File: config.mk
export PLATFORM = sky130hd
export DESIGN_NAME = vin_adc_avg
export DESIGN_NICKNAME = d
export VERILOG_FILES = /design/src/rtl/vin_adc_avg.sv
export SDC_FILE = /design/constraint.sdc
export NUM_CORES = 1
export LEC_CHECK = 0
export BUFFER_PORTS_ARGS = -buffer_cell sky130_fd_sc_hd__buf_2
export CAP_MARGIN = 20
export CELL_PAD_IN_SITES_DETAIL_PLACEMENT = 1
export CELL_PAD_IN_SITES_GLOBAL_PLACEMENT = 1
export CORE_ASPECT_RATIO = 0.9
export CORE_MARGIN = 2
export CORE_UTILIZATION = 47
export DETAILED_ROUTE_END_ITERATION = 7
export PLACE_DENSITY_LB_ADDON = 0.1
export SLEW_MARGIN = 20
export SYNTH_ARGS = -nofsm -noshare
export SYNTH_HDL_FRONTEND = slang
export SYNTH_SLANG_ARGS = --single-unit
File: constraint.sdc
create_clock -name clk -period 6.81 [get_ports clk]
set_input_delay 0.3405 -clock clk [delete_from_list [all_inputs] [get_ports clk]]
set_output_delay 0.3405 -clock clk [all_outputs]
set_load 0.05 [all_outputs]
File: src/rtl/vin_adc_avg.sv
// Eight-channel boxcar averager for the ADC sequencer results.
// One shared adder walks the channels in consecutive slots after each sample tick.
module vin_adc_avg #(
    parameter int unsigned DIVIDER = 1000,
    parameter int unsigned SHIFT   = 4
) (
    input  logic        clk,
    input  logic        rst,
    input  logic [15:0] adc0,
    input  logic [15:0] adc1,
    input  logic [15:0] adc2,
    input  logic [15:0] adc3,
    input  logic [15:0] adc4,
    input  logic [15:0] adc5,
    input  logic [15:0] adc6,
    input  logic [15:0] adc7,
    output logic [15:0] avg0,
    output logic [15:0] avg1,
    output logic [15:0] avg2,
    output logic [15:0] avg3,
    output logic [15:0] avg4,
    output logic [15:0] avg5,
    output logic [15:0] avg6,
    output logic [15:0] avg7,
    output logic        valid
);

    localparam int unsigned DW = (DIVIDER > 1) ? $clog2(DIVIDER) : 1;
    localparam int unsigned AW = 16 + SHIFT;
    localparam int unsigned SW = (SHIFT == 0) ? 1 : SHIFT;
    localparam logic [DW-1:0] DIV_LAST = DW'(DIVIDER - 1);
    localparam logic [SW-1:0] SMP_LAST = SW'((1 << SHIFT) - 1);

    typedef enum logic [1:0] {IDLE, ACCUM, DUMP} state_t;

    state_t          state;
    state_t          state_next;
    logic [DW-1:0]   div_cnt;
    logic            tick;
    logic [2:0]      ch;
    logic [SW-1:0]   smp_cnt;
    logic [AW-1:0]   acc [8];
    logic [15:0]     avg_q [8];
    logic [15:0]     adc_sel;
    logic [AW-1:0]   sum;
    logic            acc_en;
    logic            smp_inc;
    logic            dump;

    assign tick = (div_cnt == DIV_LAST);

    always_ff @(posedge clk) begin
        if (rst)       div_cnt <= '0;
        else if (tick) div_cnt <= '0;
        else           div_cnt <= div_cnt + DW'(1);
    end

    always_ff @(posedge clk) begin
        if (rst) state <= IDLE;
        else     state <= state_next;
    end

    // Next state and datapath controls; ticks outside IDLE are ignored.
    always_comb begin
        state_next = state;
        acc_en     = 1'b0;
        smp_inc    = 1'b0;
        dump       = 1'b0;
        case (state)
            IDLE: begin
                if (tick) state_next = ACCUM;
            end
            ACCUM: begin
                acc_en = 1'b1;
                if (ch == 3'd7) begin
                    if (smp_cnt == SMP_LAST) begin
                        state_next = DUMP;
                    end else begin
                        smp_inc    = 1'b1;
                        state_next = IDLE;
                    end
                end
            end
            DUMP: begin
                dump       = 1'b1;
                state_next = IDLE;
            end
            default: state_next = IDLE;
        endcase
    end

    always_comb begin
        adc_sel = adc0;
        case (ch)
            3'd0: adc_sel = adc0;
            3'd1: adc_sel = adc1;
            3'd2: adc_sel = adc2;
            3'd3: adc_sel = adc3;
            3'd4: adc_sel = adc4;
            3'd5: adc_sel = adc5;
            3'd6: adc_sel = adc6;
            3'd7: adc_sel = adc7;
            default: adc_sel = adc0;
        endcase
    end

    assign sum = acc[ch] + AW'(adc_sel);

    // Channel slot counter wraps 7 -> 0, so it is back at 0 whenever IDLE is entered.
    always_ff @(posedge clk) begin
        if (rst) begin
            ch      <= '0;
            smp_cnt <= '0;
            valid   <= 1'b0;
            for (int i = 0; i < 8; i++) begin
                acc[i]   <= '0;
                avg_q[i] <= '0;
            end
        end else begin
            valid <= dump;
            if (state == IDLE && tick) ch <= '0;
            if (acc_en) begin
                acc[ch] <= sum;
                ch      <= ch + 3'd1;
            end
            if (smp_inc) smp_cnt <= smp_cnt + SW'(1);
            if (dump) begin
                smp_cnt <= '0;
                for (int i = 0; i < 8; i++) begin
                    avg_q[i] <= 16'(acc[i] >> SHIFT);
                    acc[i]   <= '0;
                end
            end
        end
    end

    assign avg0 = avg_q[0];
    assign avg1 = avg_q[1];
    assign avg2 = avg_q[2];
    assign avg3 = avg_q[3];
    assign avg4 = avg_q[4];
    assign avg5 = avg_q[5];
    assign avg6 = avg_q[6];
    assign avg7 = avg_q[7];

endmodule

### After elaboration in Yosys (flattened, before gate mapping)

Memory sizes are Yosys's and may differ from the RTL's. A register that Yosys moved wholly into a read port is not among the register bits.
Index checks and enable logic that the tools add are counted.

* register bits after elaboration: 20
* memory bits (writable): 288
* bits of input ports: 130
* output and inout bits: 129
* logic and storage cells: 89
* memories kept: 2

* add/subtract/negate cells: 4
* eq/ne operators: 13
* muxes and demuxes: 41
* bitwise gates (word level): 16
* reduce and logical (&&, ||, !) cells: 8

Memories
* acc: words 8, width 20, read ports 9, clocked after Yosys merged registers in 1, write ports 8, RTL line 42 `logic [AW-1:0] acc [8];`
* avg_q: words 8, width 16, read ports 8, clocked after Yosys merged registers in 0, write ports 8, RTL line 43 `logic [15:0] avg_q [8];`

Operators by type and width (count)
* $mux 20: 9
* $mux 16: 8
* $pmux 16 s8: 1
* $add 20x16->20: 1
* $reduce_or 20->1: 1
* $or 1x1->1: 16
* $mux 3: 5
* $mux 1: 14
* $eq 3x3->1 const B: 4
* $add 10x1->10 const B: 1
* $eq 10x10->1 const B: 1
* $eq 3x2->1 const B: 2
* $mux 2: 3
* $add 4x1->4 const B: 1
* $eq 4x4->1 const B: 1
* $ne 2x2->1 const B: 2
* $pmux 2 s2: 1
* $reduce_or 2->1: 2
* $add 3x1->3 const B: 1
* $eq 3x1->1 const B: 1
* $logic_not 3->1: 1
* $eq 2x1->1 const B: 1
* $eq 2x2->1 const B: 1
* $logic_not 2->1: 1
* 3 further kinds: 3

### Depth between registers and ports, before layout

Gate-level depths: netlist (run 1).

* depth after elaboration: 7
* gate-level depth with buffers: 19
* depth with buffers taken out: 16

### Worst setup path before layout (run 1)

OpenSTA, ideal clock, no wires.

* path type: reg2reg
* from: register ch[2]
* to: memory acc[0][12] in the netlist's numbering, data pin
* library setup time: 0.271 ns
* data arrival time: 3.975 ns
* required time: 6.539 ns
* setup slack: 2.565 ns
* cell stages (with the launch flop): 18
* path buffers: 4
* clock period less this slack: 4.245 ns
* cell sequence: dfxtp_1 buf_1 inv_1 clkbuf_1 ha_1 clkbuf_1 clkbuf_1 a222oi_1 a31oi_1 ha_1 fa_1 a21o_1 a221o_1 nand4_1 a21oi_1 nor2_1 xor2_1 nor2_1

RTL lines
* start: declaration: RTL line 40 `logic [2:0] ch;`
* start signal: assignment: RTL line 124 `ch <= ch + 3'd1;`
* end: declaration: RTL line 42

==> results of run 1 <==
worst paths after layout:
kind,depth (start not counted),slack [ns],start,endpoint
hold / removal,3,0.37,rst,div_cnt[2]
hold reg to reg,1,0.45,div_cnt[0],div_cnt[0]
setup reg to reg,15,1.52,ch[2],acc[1][12]
setup / recovery,15,1.52,ch[2],acc[1][12]
cell type report:
cell class              count  area share
clock buffers              44      0.0514
clock inverters            14     0.00581
inverters                  12     0.00283
multi-input cells         668       0.280
flip-flops and latches    311       0.542
well taps                 403      0.0300
repair buffers            282      0.0875
Yosys cell counts, types with 3 or more instances:
| master | count | area (sq um) |
|---|---|---|
| ha_1 | 24 | 300 |
| or3_1 | 4 | 25.0 |
| nor2_1 | 220 | 826 |
| nand2_1 | 46 | 173 |
| a21o_1 | 4 | 30.0 |
| a222oi_1 | 25 | 250 |
| o21ai_0 | 6 | 30.0 |
| and3_1 | 3 | 18.8 |
| nor2b_1 | 34 | 213 |
| nand3_1 | 8 | 40.0 |
| nor3_1 | 8 | 40.0 |
| xor2_1 | 8 | 70.1 |
| buf_1 | 10 | 37.5 |
| a41oi_1 | 7 | 61.3 |
| dfxtp_1 | 23 | 460 |
| mux2i_1 | 3 | 30.0 |
| mux2_2 | 32 | 360 |
| or2_2 | 3 | 18.8 |
| a21oi_1 | 32 | 160 |
| buf_2 | 5 | 25.0 |
| inv_1 | 12 | 45.0 |
| clkbuf_1 | 44 | 165 |
| a31oi_1 | 10 | 62.6 |
| nand4_1 | 5 | 31.3 |
| mux4_2 | 40 | 901 |
| and2_1 | 100 | 626 |
| edfxtp_1 | 288 | 8650 |
| o21ai_1 | 3 | 15.0 |
| xnor2_1 | 13 | 114 |
per-layer routing:
metal,up-vias,track usage
li1,4375,-
met1,4907,0.338
met2,399,0.472
met3,65,0.0361
met4,2,0.0587
met5,-,0
kinds of logic (layout without fill, tap and decap cells):
logic type	after synthesis	count (layout)	share of synthesized area
xor gates and xnor gates	23	23	0.0154
AOI/OAI and AO/OA	106	106	0.0557
adders and majority gates	25	25	0.0227
DFF	311	311	0.646
and+or+nand+nor	438	438	0.147
muxes	76	76	0.0932
buffers and inverters	72	352	0.0199
worst max-delay path, stage by stage (launching register included):
cell	delay (ns)
dfxtp_1	0.30
buf_4	0.22
inv_1	0.31
ha_1	0.66
nor2_1	0.08
nand2_1	0.71
a31oi_1	0.27
ha_1	0.31
fa_1	0.42
a21o_1	0.20
a221o_1	0.36
nand4_1	0.22
a21oi_1	0.10
nor2_1	0.19
xor2_1	0.53
nor2_1	0.12
power by group:
part | leakage [nW] | switching (mW) | total (mW) | internal (mW)
sequential | 3.16 | 0.0274 | 2.17 | 2.15
clock | 0.478 | 0.691 | 1.61 | 0.918
combinational | 2.90 | 0.290 | 0.399 | 0.109
total | 6.53 | 1.01 | 4.18 | 3.17
stage by stage:
step	total power, mW	hold slack [ns]
after floorplan	2.46	0.418
after global placement	2.60	0.430
after detailed placement	2.61	0.440
after CTS	4.21	0.375
after global routing	4.30	0.420
final	4.18	0.371
sequential cells by signal, summed over array words and instances (netlist names), named ones only:
signal,cells
avg_q,128
state,2
div_cnt,10
smp_cnt,4
ch,3
valid,1
acc,160
==> flow_summary_export.csv, run 1 <==
group,metric,value,unit
outcome,outcome,"finished clean",
cts,cts_buffers,31,
detailed_routing,drt_iter0_markers,699,
cts,insertion_delay,0.56,ns
sta,slew_headroom,0.338,
cells_and_area,instances_no_fill,1734,
detailed_routing,wl,41.2,mm
cts,tritoncts,"done",
die,dieHeight,168,microns
die,row_count,60,
cts,clk_pin_slew,0.06,ns
logic_synthesis,synthFlopType,"edfxtp_1",
cts,cts_sinks,311,
grt,antenna_found_initial,1,
cells_and_area,multi_input_area,4710,sq um
detailed_routing,num_vias,9748,
setup_path,worst_ep_arrival_time,5.56,ns
place,portBuffers,258,
grt,grt_pass1_wl,62.4,mm
cts,cts_setup_buffers,0,
logic_synthesis,syn_avg_cell_area,13.4,sq um
die,io_pins,259,
sta,fmaxAchievable,189,MHz
sta,slew_viol_final,0,
cells_and_area,layout_common_cells,"edfxtp_1, buf_2, nor2_1",
cells_and_area,nFillCells,3039,
sta,period_share,0.777,
cells_and_area,design_area,16800,sq um
cells_and_area,regArea,9110,sq um
logic_synthesis,seq_area_frac_synth,0.646,
logic_synthesis,synth_edf_count,288,
grt,grt_usage,0.262,
sta,layout_setup_ws,1.52,ns
grt,grt_pass1_vias,10456,
grt,grt_max_degree,98,
cts,cts_buffer_depth,3,
detailed_routing,remaining_drc_errors,0,
cts,htreeDepth,1,
place,pre_cts_slack,1.60,ns
logic_synthesis,syn_nets,1206,
cells_and_area,antenna_cells,0,
setup_path,crit_required,7.08,ns
sta,finClkSkew,0.0135,ns
sta,hold_violations,0,
hold_path,min-delay-path-class,"in2reg",
detailed_routing,via_per_inst,5.62,
detailed_routing,wl_met2,20.8,mm
die,die_w,187,microns
sta,fin_crit,5.29,ns
die,dieArea,31400,sq um
detailed_routing,dr.pass1.iters,8,
place,gp_congestion,0.842,
setup_path,cp-start-kind,"flop",
power,vdd_ir_drop_max,0.161,mV
cts,cts_root_buf,"clkbuf_16",
power,powerDensity,249,nW/um^2
power,p_leak,6.53,nW
detailed_routing,wl_per_cell,23.8,microns
sta,rsz0062_at_grt,"false",
cts,ctsHoldBuffers,0,
setup_path,endpoint_kind,"flop",
place,place_inst,1676,
die,floorplan.initialDensity,0.474,
detailed_routing,drt-met1-wl,17.1,mm
logic_synthesis,netlist_instances,1051,
sta,finalSetupTns,0,ns
cells_and_area,fin_nets,1461,
cells_and_area,final_common_cell,"edfxtp_1",
place,postPlaceCellArea,15800,sq um
logic_synthesis,synth_area,14100,sq um
grt,grt_overflow,0,
detailed_routing,ant_nets,0,
logic_synthesis,synth-async-reset-ratio,0,
cells_and_area,area_growth,19.3,%
sta,tightest_slew,0.992,ns
cells_and_area,final_util,0.565,
sta,setup_viol_count_final,0,
cells_and_area,drive_gt1_frac,0.310,
setup_path,crit_fanout,32,
detailed_routing,highest_layer,"met5",
detailed_routing,wl_met3,2.52,mm
place,hpwl,28.4,mm
setup_path,worstSetupPathType,"reg2reg",
cts,cts_resized,0,
die,core-area,29700,sq um
logic_synthesis,ys_ff_latch,311,
job,cap_violations,0,
logic_synthesis,synth_warnings,0,
logic_synthesis,synth.distinct_cells,56,
Note: power is estimated with default switching activity, not from simulation.
==> run 2: changes to the inputs <==
--- a/config.mk
+++ b/config.mk
@@ -5,13 +5,14 @@
 export SDC_FILE = /design/constraint.sdc
 export NUM_CORES = 1
 export LEC_CHECK = 0
+export ABC_AREA = 1
 export BUFFER_PORTS_ARGS = -buffer_cell sky130_fd_sc_hd__buf_2
 export CAP_MARGIN = 20
 export CELL_PAD_IN_SITES_DETAIL_PLACEMENT = 1
 export CELL_PAD_IN_SITES_GLOBAL_PLACEMENT = 1
 export CORE_ASPECT_RATIO = 0.9
 export CORE_MARGIN = 2
-export CORE_UTILIZATION = 47
+export CORE_UTILIZATION = 43
 export DETAILED_ROUTE_END_ITERATION = 7
 export PLACE_DENSITY_LB_ADDON = 0.1
 export SLEW_MARGIN = 20
==> constraint.sdc (replaced) <==
create_clock -name clk -period 5.1 [get_ports clk]
set_input_delay 0.255 -clock clk [delete_from_list [all_inputs] [get_ports clk]]
set_output_delay 0.255 -clock clk [all_outputs]
set_load 0.05 [all_outputs]
==> run 2 against run 1 <==
  * Core utilization decreased by 3.7 points
  * Design area increased by 4.0%
  * Setup slack got worse by 0.74 ns
  * Hold slack improved by 0.011 ns
  * Sequential cell count unchanged
  * Routed wire length increased by 17%
  * Combinational power increased by 47%
  * Cell count increased by 26%
  * First-iteration DRC count increased by 17%
  * Global-route usage increased by 1.4 points
  * Register-to-register slack got worse by 0.74 ns
  * Maximum frequency increased by 22%
  * Critical path type unchanged
  * Critical endpoint is now acc[0][12]
  * Largest power group unchanged
  * Highest routed layer unchanged
==> flow_summary_export.csv, run 2 <==
group,metric,value,unit
grt,grt_pass1_vias,12167,
logic_synthesis,synth_area,14500,sq um
setup_path,worstSetupPathType,"reg2reg",
hold_path,hold-path-cell-count,2,
cells_and_area,fin_nets,1900,
setup_path,endpoint_kind,"flop",
logic_synthesis,syn_avg_cell_area,9.77,sq um
logic_synthesis,syn_nets,1644,
logic_synthesis,synth_fa_ha_area_frac,0.0220,
logic_synthesis,synthXorXnorAreaFrac,0.00946,
sta,tightest_slew,1.12,ns
detailed_routing,num_vias,11762,
sta,setup_viol_count_final,0,
setup_path,r2r_slack,0.78,ns
cells_and_area,largest_reg_flops,160,
sta,period_share,0.847,
detailed_routing,drt_iter0_markers,820,
outcome,outcome,"finished clean",
cts,htreeDepth,2,
cells_and_area,largest_registers,"acc x160, avg_q x128, div_cnt x10",
cts,ctsHoldBuffers,0,
power,vdd_ir_drop_max,0.200,mV
logic_synthesis,synth_top_area_cell,"edfxtp_1",
logic_synthesis,ys_ff_latch,311,
setup_path,critPathCapture,"acc[0][12]",
die,dieArea,35300,sq um
sta,slew_headroom,0.252,
detailed_routing,via_per_inst,5.37,
cts,insertion_delay,0.52,ns
cts,cts_buffers,36,
cts,cts_buffer_depth,3,
job,cap_violations,0,
power,powerDensity,345,nW/um^2
setup_path,crit_start,"ch[0]",
grt,antenna_found_initial,1,
logic_synthesis,seq_area_frac_synth,0.626,
logic_synthesis,netlist_top_cells_area,"edfxtp_1, nor2_1, nand2_1",
power,finalPower,6.03,mW
die,core-area,33100,sq um
cells_and_area,instances_no_fill,2191,
cells_and_area,drive_gt1_frac,0.207,
cts,clk_pin_slew,0.05,ns
die,floorplan.initialDensity,0.439,
cts,cts_resized,0,
logic_synthesis,synth-async-reset-ratio,0,
die,dieHeight,178,microns
cts,cts_sinks,311,
cts,cts_setup_buffers,0,
logic_synthesis,yosys-top-cells-count,"nor2_1, edfxtp_1, nand2_1, inv_1, nand3_1",
setup_path,crit_required,5.31,ns
logic_synthesis,synth.distinct_cells,47,
sta,rsz0062_at_grt,"false",
die,io_pins,259,
cts,tritoncts,"done",
setup_path,worst_ep_arrival_time,4.53,ns
die,die_w,198,microns
place,place_inst,2129,
logic_synthesis,yosys.area_share.simple,0.191,
sta,hold_violations,0,
logic_synthesis,synth_warnings,0,
setup_path,crit_fanout,16,
cells_and_area,final_util,0.528,
logic_synthesis,synth_top_area_share,0.595,
power,p_leak,7.41,nW
sta,finClkSkew,0.0141,ns
setup_path,cp-start-kind,"flop",
grt,grt_pass1_wl,72.2,mm
logic_synthesis,synth_compound_area_frac,0.0791,
cells_and_area,top_register,"acc",
sta,fin_crit,4.32,ns
cells_and_area,final_common_cell,"nor2_1",
hold_path,min-delay-path-class,"in2reg",
setup_path,timing.rr.end,"acc[0][12]",
detailed_routing,ant_nets,0,
sta,finalSetupTns,0,ns
grt,grt_overflow,0,
detailed_routing,wl,48.3,mm
setup_path,worstRegToRegCells,14,
logic_synthesis,synth_mux_area_frac,0,
grt,grt_usage,0.276,
cells_and_area,layout_common_cells,"nor2_1, edfxtp_1, buf_2",
detailed_routing,dr.pass1.iters,5,
die,row_count,63,
cells_and_area,antenna_cells,0,
grt,grt_max_degree,97,
logic_synthesis,synthFlopType,"edfxtp_1",
sta,slew_viol_final,0,
place,hpwl,34.8,mm
cells_and_area,area_growth,20.2,%
cts,cts_root_buf,"clkbuf_16",
logic_synthesis,synth_edf_count,288,
cells_and_area,nFillCells,3800,
logic_synthesis,yosysMostFrequentCell,"nor2_1",
place,gp_congestion,1.01,
logic_synthesis,synth_top_family_by_area,"simple AND/OR/NAND/NOR gates",
setup_path,reg2reg_from,"ch[0]",
sta,fmaxAchievable,232,MHz
detailed_routing,wl_per_cell,22.1,microns
detailed_routing,remaining_drc_errors,0,
hold_path,min_from,"rst",
place,portBuffers,258,
logic_synthesis,netlist_instances,1489,
## run 2: cell count changes in the layout (fill, tap and decap cells not counted), sizes merged, moves of 34 or more
cell | before | now
inv | 13 | 186
o21ai | 9 | 65
and2 | 100 | 0
nand2 | 46 | 193
mux4 | 40 | 0
nand3 | 8 | 105
nor2 | 220 | 330
a21oi | 32 | 93
nor2b | 34 | 0
## run 2: per-layer routing
| layer | GRT usage | vias up | routed length (microns) |
|---|---|---|---|
| met3 | 0.0456 | 58 | 3170 |
| met4 | 0.0589 | 2 | 806 |
| li1 | - | 5490 | - |
| met1 | 0.360 | 5768 | 20600 |
| met2 | 0.485 | 444 | 23800 |
| met5 | 0 | - | 13 |
## run 2: power by group
group / internal [mW] / leakage [nW] / total [mW] / switching (mW)
sequential: 2.87 / 3.13 / 2.90 / 0.0325
clock: 1.53 / 0.557 / 2.55 / 1.01
combinational: 0.141 / 3.72 / 0.585 / 0.444
## run 2: cell type report
| class | instances | area (sq um) | share of cell area |
|---|---|---|---|
| clock buffer | 47 | 963 | 0.0551 |
| clock inverter | 15 | 176 | 0.0101 |
| inverter | 184 | 693 | 0.0397 |
| multi-input combinational | 912 | 4390 | 0.251 |
| sequential | 311 | 9110 | 0.521 |
| tap | 422 | 528 | 0.0302 |
| timing repair buffer | 300 | 1620 | 0.0926 |
## run 2: worst min path at each step
| stage | endpoint | slack [ns] |
|---|---|---|
| 2_1_floorplan | valid | 0.35 |
| 3_3_place_gp | div_cnt[0] | 0.45 |
| 3_5_place_dp | div_cnt[0] | 0.46 |
| 4_1_cts | state[0] | 0.38 |
| 5_1_grt | state[0] | 0.41 |
| 6_report | state[0] | 0.38 |
## run 2: critical path, cell delays in order (launching register included)
cell and delay (ns):
dfxtp_1 0.46, inv_1 0.20, ha_1 0.33, nand2_1 0.11, inv_1 0.27, a22o_1 0.28, nor3_1 0.39, a21oi_1 0.18
ha_1 0.38, nand2_1 0.13, inv_1 0.07, a21oi_1 0.22, nand2_1 0.10, xnor2_1 0.79, nor2_1 0.12
## run 2: logic make-up (layout without fill, tap and decap cells)
group	count (synthesis)	count (layout)
AND/OR/NAND/NOR	673	673
buffers and inverters	266	546
XOR/XNOR	14	14
flip-flops	311	311
AO/OA/AOI/OAI	200	200
adder cells (fa/ha/maj)	25	25
## run 2: metrics by stage
step           area (sq um)  setup slack [ns]  hold slack (ns)
2_1_floorplan         14500              1.33            0.347
3_3_place_gp          16300              1.03            0.446
3_5_place_dp          16300             0.782            0.457
4_1_cts               17500             0.738            0.378
5_1_grt               17500             0.374            0.410
6_report              17500             0.781            0.382
==> run 3: changes to the inputs <==
--- a/config.mk
+++ b/config.mk
@@ -5,14 +5,14 @@
 export SDC_FILE = /design/constraint.sdc
 export NUM_CORES = 1
 export LEC_CHECK = 0
-export ABC_AREA = 1
+export ABC_AREA = 0
 export BUFFER_PORTS_ARGS = -buffer_cell sky130_fd_sc_hd__buf_2
 export CAP_MARGIN = 20
 export CELL_PAD_IN_SITES_DETAIL_PLACEMENT = 1
 export CELL_PAD_IN_SITES_GLOBAL_PLACEMENT = 1
 export CORE_ASPECT_RATIO = 0.9
 export CORE_MARGIN = 2
-export CORE_UTILIZATION = 43
+export CORE_UTILIZATION = 41
 export DETAILED_ROUTE_END_ITERATION = 7
 export PLACE_DENSITY_LB_ADDON = 0.1
 export SLEW_MARGIN = 20
==> constraint.sdc (replaced) <==
create_clock -name clk -period 3.8 [get_ports clk]
set_input_delay 0.19 -clock clk [delete_from_list [all_inputs] [get_ports clk]]
set_output_delay 0.19 -clock clk [all_outputs]
set_load 0.05 [all_outputs]
==> run 3 against run 2 <==
  * The flow now finishes with violations (setup timing)
  * Register-to-register slack got worse by 0.80 ns
  * Setup slack worse by 0.80 ns
  * Routed wire length is 11% lower
  * Hold slack lost 0.21 ns
  * Design area increased by 5.0%
  * First-iteration DRC count is 7.0% higher
  * Clock skew is essentially flat
  * Count of clock-buffer cells in the layout up 1
  * Non-clock buffer count increased by 86
  * Critical endpoint is now acc[3][14]
==> flow_summary_export.csv, run 3 (same netlist as run 1, synthesis figures left out) <==
group,metric,value,unit
place,place_inst,1832,
power,finalPower,7.91,mW
cells_and_area,layout_common_cells,"edfxtp_1, buf_2, nor2_1",
job,cap_violations,0,
setup_path,cp-start-kind,"flop",
die,floorplan.initialDensity,0.415,
cells_and_area,instances_no_fill,1898,
cells_and_area,regArea,9120,sq um
sta,slew_headroom,0.344,
cells_and_area,largest_reg_flops,160,
sta,fin_crit,3.82,ns
cells_and_area,nFillCells,3527,
detailed_routing,num_vias,10135,
cells_and_area,area_growth,30.3,%
cts,ctsHoldBuffers,0,
setup_path,slowest_stage,"dfxtp_4",
hold_path,min-delay-path-class,"in2reg",
setup_path,worst_ep_arrival_time,4.07,ns
cells_and_area,fin_nets,1569,
setup_path,worstSetupPathType,"reg2reg",
sta,hold_ws,0.167,ns
cells_and_area,drive_gt1_frac,0.412,
power,powerDensity,431,nW/um^2
setup_path,endpoint_kind,"flop",
sta,setup_viol_count_final,7,
detailed_routing,wl_met3,2.96,mm
cells_and_area,multi_input_area,5180,sq um
power,p_leak,7.14,nW
place,portBuffers,258,
cells_and_area,final_common_cell,"edfxtp_1",
detailed_routing,via_per_inst,5.34,
die,core-area,34000,sq um
cts,clk_pin_slew,0.06,ns
die,die_w,199,microns
detailed_routing,dr.pass1.iters,7,
grt,grt_pass1_wl,64.1,mm
detailed_routing,highest_layer,"met4",
cells_and_area,antenna_cells,0,
die,io_pins,259,
detailed_routing,wl,42.9,mm
die,row_count,64,
grt,grt_usage,0.239,
cells_and_area,final_util,0.541,
cts,cts_buffers,35,
cells_and_area,top_register,"acc",
grt,grt_pass1_vias,10758,
setup_path,crit_fanout,8,
detailed_routing,remaining_drc_errors,0,
place,hpwl,31.1,mm
sta,period_share,1.00,
setup_path,path_cells,"inv_4, ha_4, buf_6, a222oi_1, nor2_1, a21oi_2, a31oi_2, ha_2, fa_2, a21o_1, a221o_1, nand4_1, buf_4, a2111oi_4, a311oi_2, buf_6, nor2_1",
sta,slew_viol_final,0,
grt,grt_max_degree,55,
detailed_routing,wl_met2,21.4,mm
detailed_routing,drt-met1-wl,17.6,mm
setup_path,crit_required,4.05,ns
grt,grt_overflow,0,
sta,finClkSkew,0.0145,ns
setup_path,cpPeakStageDelay,0.38,ns
cts,cts_root_buf,"clkbuf_16",
grt,antenna_found_initial,0,
cts,cts_buffer_depth,3,
die,dieHeight,180,microns
sta,rsz0062_at_grt,"true",
power,vdd_ir_drop_max,0.237,mV
sta,tightest_slew,0.984,ns
detailed_routing,drt_iter0_markers,877,
cells_and_area,largest_registers,"acc x160, avg_q x128, div_cnt x10",
cts,htreeDepth,2,
outcome,outcome,"finished with violations",
place,gp_congestion,0.906,
die,dieArea,35900,sq um
detailed_routing,ant_nets,0,
detailed_routing,wl_per_cell,22.6,microns
cts,insertion_delay,0.51,ns
cts,cts_sinks,311,
outcome,violations,"setup timing",
cts,tritoncts,"done",
sta,fmaxAchievable,262,MHz
sta,layout_setup_ws,-0.0186,ns
sta,hold_violations,0,
run 3: cell types whose count changed in the layout (fill, tap and decap cells not counted), moves of 22 or more:
cell | before | now
nand3_1 | 105 | 8
buf_4 | 41 | 113
a21oi_1 | 92 | 23
mux4_2 | 0 | 40
nand2_1 | 190 | 46
nor2b_1 | 0 | 33
and2_1 | 0 | 98
inv_1 | 181 | 9
nand4_1 | 27 | 5
o21ai_0 | 62 | 6
mux2_2 | 0 | 32
a222oi_1 | 0 | 25
nor2_1 | 328 | 198
run 3: cell type report:
| cell class | count | share of cell area |
|---|---|---|
| multi-input combinational | 668 | 0.282 |
| timing repair buffer | 386 | 0.129 |
| sequential | 311 | 0.497 |
| clock inverter | 11 | 0.00504 |
| inverter | 12 | 0.00293 |
| tap | 462 | 0.0315 |
| clock buffer | 48 | 0.0526 |
run 3: where the power goes:
group	internal, mW	total [mW]	switching [mW]	leakage [nW]
Sequential	3.85	3.89	0.0478	3.16
Combinational	0.302	0.869	0.567	3.47
Clock	1.85	3.15	1.30	0.514
run 3: per-layer routing:
layer / GRT usage / vias to the layer above
li1: - / 4587
met1: 0.317 / 5085
met2: 0.412 / 410
met3: 0.0383 / 53
met4: 0.0542 / 0
met5: 0 / -
run 3: worst paths after layout:
path	startpoint	to	slack (ns)	cells past startpoint
max	ch[0]	acc[3][14]	-0.02	17
min	rst	flop	0.17	2
max reg2reg	ch[0]	acc[3][14]	-0.02	17
min reg2reg	div_cnt[0]	div_cnt[0]	0.45	1
run 3: what timing repair did:
| item | CTS | global route |
|---|---|---|
| setup endpoints to repair | 64 | 96 |
| resized for setup | 27 | 75 |
| pin swaps | 19 | 44 |
| hold endpoints to repair | 0 | 0 |
| setup buffers | 2 | 5 |
run 3: per-stage QoR:
step	setup slack [ns]	area (sq um)	setup TNS, ns
after CTS	0.000274	17900	0
after detailed placement	-0.112	16800	-4.10
after global placement	-0.0564	16800	-0.485
final	-0.0186	18400	-0.0659
after global routing	-0.153	18400	-3.58
after floorplan	0.0109	14100	0
run 3: worst max-delay path: cells and delay by family, from the launching register on:
kind                     cells  cell delay (ns)
flip-flops                   1             0.38
adder cells (fa/ha/maj)      3             0.76
AND/OR/NAND/NOR              3             0.38
AO/OA/AOI/OAI                7             1.49
buffers and inverters        4             0.55
